<file path="config.mk">
export PLATFORM = sky130hd
export DESIGN_NAME = regfile_wb_scheduler
export DESIGN_NICKNAME = d
export VERILOG_FILES = /design/src/rtl/regfile_wb_scheduler.sv
export SDC_FILE = /design/constraint.sdc
export NUM_CORES = 1
export LEC_CHECK = 0
export CORE_MARGIN = 3
export CORE_UTILIZATION = 35
export CTS_CLUSTER_SIZE = 24
export DETAILED_ROUTE_END_ITERATION = 10
export PLACE_DENSITY = 0.68
export SYNTH_ARGS = -nofsm -noshare
export SYNTH_HDL_FRONTEND = slang
export SYNTH_SLANG_ARGS = --single-unit
</file>
<file path="constraint.sdc">
create_clock -name i_clk -period 3.7 [get_ports i_clk]
set_input_delay 0.925 -clock i_clk [delete_from_list [all_inputs] [get_ports i_clk]]
set_output_delay 0.925 -clock i_clk [all_outputs]
set_load 0.01 [all_outputs]
</file>
<file path="src/rtl/regfile_wb_scheduler.sv">
// Register-file write-port scheduler: arbitrates the single write port
// between the pipeline writeback stage and the long-latency unit. It also
// keeps a busy scoreboard of pending long-latency destinations and stalls
// issue on RAW/WAW hazards against them.
module regfile_wb_scheduler #(
  parameter int unsigned STARVE_LIMIT = 4,
  parameter int unsigned CNT_W        = 4
) (
  input  logic        i_clk,
  input  logic        i_reset,
  input  logic        i_wb_valid,
  input  logic [4:0]  i_wb_rd,
  input  logic [31:0] i_wb_data,
  output logic        o_wb_stall,
  input  logic        i_lu_valid,
  input  logic [4:0]  i_lu_rd,
  input  logic [31:0] i_lu_data,
  output logic        o_lu_ready,
  input  logic        i_issue_valid,
  input  logic        i_issue_long,
  input  logic [4:0]  i_issue_rs1,
  input  logic [4:0]  i_issue_rs2,
  input  logic [4:0]  i_issue_rd,
  output logic        o_issue_stall,
  output logic        o_reg_write,
  output logic [4:0]  o_rd,
  output logic [31:0] o_write_data,
  output logic [31:0] o_busy
);

  localparam int unsigned XLEN = 32;
  localparam int unsigned RW   = 5;
  localparam logic [CNT_W-1:0] CNT_MAX = '1;
  localparam logic [CNT_W-1:0] LIMIT   = CNT_W'(STARVE_LIMIT);

  logic [CNT_W-1:0] wait_cnt;
  logic [CNT_W-1:0] wait_cnt_next;
  logic             force_lu;
  logic             wb_grant;
  logic             lu_hs;
  logic             grant_any;
  logic [RW-1:0]    win_rd;
  logic [XLEN-1:0]  win_data;
  logic             issue_set;
  logic [XLEN-1:0]  busy_next;

  // Port arbitration: WB wins unless the LU has waited long enough to force.
  always_comb begin
    o_wb_stall = force_lu;
    o_lu_ready = force_lu ? i_lu_valid : (i_lu_valid & ~i_wb_valid);
    wb_grant   = i_wb_valid & ~force_lu;
    lu_hs      = i_lu_valid & o_lu_ready;
    grant_any  = wb_grant | lu_hs;
    win_rd     = lu_hs ? i_lu_rd : i_wb_rd;
    win_data   = lu_hs ? i_lu_data : i_wb_data;
  end

  // Starvation counter: saturating count of cycles the LU waited unserved.
  always_comb begin
    wait_cnt_next = wait_cnt;
    if (lu_hs) begin
      wait_cnt_next = '0;
    end else if (i_lu_valid && (wait_cnt != CNT_MAX)) begin
      wait_cnt_next = wait_cnt + CNT_W'(1);
    end
  end

  // Hazard detection against pending long-latency destinations.
  always_comb begin
    o_issue_stall = i_issue_valid &
                    (o_busy[i_issue_rs1] | o_busy[i_issue_rs2] | o_busy[i_issue_rd]);
    issue_set     = i_issue_valid & i_issue_long & ~o_issue_stall &
                    (i_issue_rd != RW'(0));
  end

  // Scoreboard update: LU handshake clears, long issue sets; set wins.
  always_comb begin
    busy_next = o_busy;
    if (lu_hs) begin
      busy_next[i_lu_rd] = 1'b0;
    end
    if (issue_set) begin
      busy_next[i_issue_rd] = 1'b1;
    end
    busy_next[0] = 1'b0;
  end

  // Counter, force flag and scoreboard state.
  always_ff @(posedge i_clk or posedge i_reset) begin
    if (i_reset) begin
      wait_cnt <= '0;
      force_lu <= 1'b0;
      o_busy   <= '0;
    end else begin
      wait_cnt <= wait_cnt_next;
      force_lu <= (wait_cnt_next >= LIMIT);
      o_busy   <= busy_next;
    end
  end

  // Registered write port; rd=0 grants complete but never write.
  always_ff @(posedge i_clk or posedge i_reset) begin
    if (i_reset) begin
      o_reg_write  <= 1'b0;
      o_rd         <= '0;
      o_write_data <= '0;
    end else begin
      o_reg_write <= grant_any & (win_rd != RW'(0));
      if (grant_any) begin
        o_rd         <= win_rd;
        o_write_data <= win_data;
      end
    end
  end

endmodule

</file>
==> results of run 1 <==
==> cell usage in the layout (no fill, tap or decap), drive strengths merged, types with 3 or more instances in the layout <==
cell,Yosys,final
nand2b,5,5
mux2i,65,65
clkbuf,20,15
o22ai,6,6
a21oi,4,4
dfrtp,74,74
or3b,4,4
nor2,15,15
a22o,6,6
nand4,3,3
clkinv,1,3
nor2b,10,10
inv,7,7
mux4,9,9
nand3,10,10
clkdlybuf4s50,0,154
o31ai,13,13
nand3b,9,9
nand2,49,49
o21ai,76,76
or4,5,5
dlygate4sd2,0,3
buf,11,54
==> worst paths after layout <==
kind,cells past startpoint,slack (ns),end
max in group asynchronous,3,1.77,o_write_data[1]$_DFFE_PP0P_
worst min-delay path,2,0.57,o_write_data[1]$_DFFE_PP0P_
worst max-delay path,7,0.11,o_issue_stall
worst max register to register,7,0.88,o_busy[22]$_DFF_PP0_
min in group asynchronous,2,1.09,o_busy[12]$_DFF_PP0_
worst min register to register,2,0.57,o_write_data[1]$_DFFE_PP0P_
==> state kept, by name (all words and copies together), names as in the netlist <==
name / cells
o_write_data: 32
o_busy: 31
o_rd: 5
wait_cnt: 4
o_reg_write: 1
o_wb_stall: 1
==> per-stage QoR <==
step	TNS, ns	power (mW)	hold WS, ns	cell area, um2	worst slack (ns)
floorplan	0	1.678	0.5129	4324	0.004908
global placement	-2.645	2.388	0.5385	6416	-0.8401
detailed placement	-4.320	2.412	0.5600	6416	-0.8951
CTS	-0.006061	3.305	0.5731	6792	-0.006061
global route	0	3.480	0.5868	6849	0.005449
finish	0	3.297	0.5683	6849	0.1064
==> routing by layer <==
metal	global-route usage, %	up-vias	part of all wire (%)
li1	-	1994	-
met1	29.03	2123	40
met2	37.93	253	46
met3	8.278	25	12
met4	6.575	0	1.9
met5	0	-	0
==> cell families (layout without fill, tap and decap cells) <==
family | Yosys count | after routing | share of synthesized area, %
simple gates | 120 | 120 | 14.27
other cells | 1 | 1 | 0.08672
compound gates | 120 | 120 | 18.11
mux | 75 | 75 | 19.99
flops | 74 | 74 | 42.82
buf+inv | 39 | 241 | 3.819
fa+ha+maj | 1 | 1 | 0.2893
xor+xnor | 3 | 3 | 0.6077
==> power by group through the flow <==
stage,clock network (mW),registers (mW),logic [mW]
2_1_floorplan,0,1.25,0.431
4_1_cts,0.884,1.21,1.21
3_3_place_gp,0,1.21,1.18
3_5_place_dp,0,1.21,1.20
6_report,0.868,1.21,1.22
5_1_grt,0.921,1.23,1.33
==> tightest hold or removal path, delay by kind of cell (launching register included) <==
family          cells  cell delay, ns
compound gates      1            0.13
flops               1            0.34
mux                 1            0.06
==> final cells by class <==
| type | instances | area [um2] | share of cell area, % |
|---|---|---|---|
| Sequential cell | 74 | 1852 | 27.04 |
| Multi-Input combinational cell | 320 | 2407 | 35.15 |
| Inverter | 8 | 30.03 | 0.4384 |
| Timing Repair Buffer | 217 | 2057 | 30.03 |
| Clock buffer | 12 | 246.5 | 3.599 |
| Clock inverter | 4 | 51.30 | 0.7490 |
| Tap cell | 164 | 205.2 | 2.996 |
==> timing repair <==
| item | 4_1_cts | 5_1_grt |
|---|---|---|
| endpoints found under the setup margin | 1 | 1 |
| hold endpoints to repair | 0 | 0 |
| gates resized for setup | 34 | 16 |
| pin swaps | 3 | 3 |
| buffers inserted | 4 | 0 |
| cloned | 1 | 0 |
==> metrics, run 1 <==
initial core utilization 36.77%; RePlAce Congestion 0.9443; Filler Cell Count 999; Worst Path Max Fanout 4; Largest delay share family, worst path compound AO/OA/AOI/OAI gates; asr flop ratio synth 100.0%; initial antenna violation count 0; Peak VDD IR 0.3338 mV; cell taking the most area after synthesis dfrtp_1; clock sink count 74; count of cell types in the netlist 51; Crit. Startpoint i_issue_rs1[0]; Post-Route WL 15720 um; CTS tree yes; CP Cell Sequence dlygate4sd2_1 -> mux4_2 -> o2111ai_4 -> o2111ai_4 -> a2111oi_4 -> nor2b_1 -> buf_2; Layout Cells excl Fill 799; DRT iter0 DRCs 312; fin. max-slew vios 0; Worst slew margin 42.42%; FP Rows 39; first-pass detailed-route iteration total 5; Worst Tran Pin Value 0.8625 ns; Setup-failing EPs final 0; syn nets 529; min-delay worst type register to register; Achievable Freq 0.2783 GHz; top-count cell post-synth dfrtp_1; hold_sp o_write_data[1]$_DFFE_PP0P_; CP max stage cell mux4_2; placed insts 778; reg2reg start o_busy[31]$_DFF_PP0_; P_int 2.227 mW; DR vias/cell 5.501; Yosys top cell area share 42.82%; pin count of the biggest net entering global routing 77; n_diodes 0; Clk network pwr share 26.3%; wire length per cell 19.68 um; syn avg cell area 9.986 um2; Pleak 2.910 nW; Final Hold Vio Count 0; WS Path Type primary input to output port; vias in the first global route 4510; startpoint types primary input; DRT antenna net count 0; Mapped Cells 433; Vias 4395; cts hold-fix bufs 0; fin crit share 97.12%; maxcap violations 0; switching part of the total 32.44%; Sequential Power Share 36.7%; I/O pin count 168; Psw 1.070 mW; Post-synth EDFFs 0; total grt overflow 0; final worst path period need 3.594 ns; share of cells above drive strength 1 17.32%; Worst setup EP type output port; max incr delay on CP 0.56 ns; Die H 117.2 um; Num CTS Buffers 9; global-route usage over all layers 23.18%; Synth area leaders dfrtp_1 43%, mux2i_1 15%, o21ai_0 7.3%; Combinational Power Share 36.9%; Area Overhead vs Synth 58.39%; global-route wire length before repair 24200 um; port buffer count 166; Final Util 58.24%; width of the die 117.2 um; Main synth FF type dfrtp_1; Yosys reg bits 74; Clock Latency Late Sink 0.33 ns; residual DRC count 0; top cells by count, synth 74 x dfrtp_1, 65 x mux2i_1, 63 x o21ai_0; skew final 0.004510 ns; worst path arrival time 2.67 ns; DP Wirelength 11930 um; Synth warnings 0; Clock Path Buffers 2; Worst Path Required 2.77 ns; CTS root buf clkbuf_16; RSZ-0062 raised after global routing no; Mapped Area 4324 um2; final-stage net count 726; core box area 11760 um2; Pwr Density 481.4 nW/um2; crit path buf inv count 2; Clk pin slew, worst setup/hold paths 0.06 ns; outcome complete, no violations; register area share after synthesis 42.82%; crit-path most repeated cell o2111ai_4; H-tree depth 3; die area 13720 um2
(Power assumes the default switching activity.)
==> run 2, diff against run 1 <==
SLEW_MARGIN = 10   (was unset)
==> results of run 2 <==
No change in the layout: final DEF, timing and power equal those of run 1.
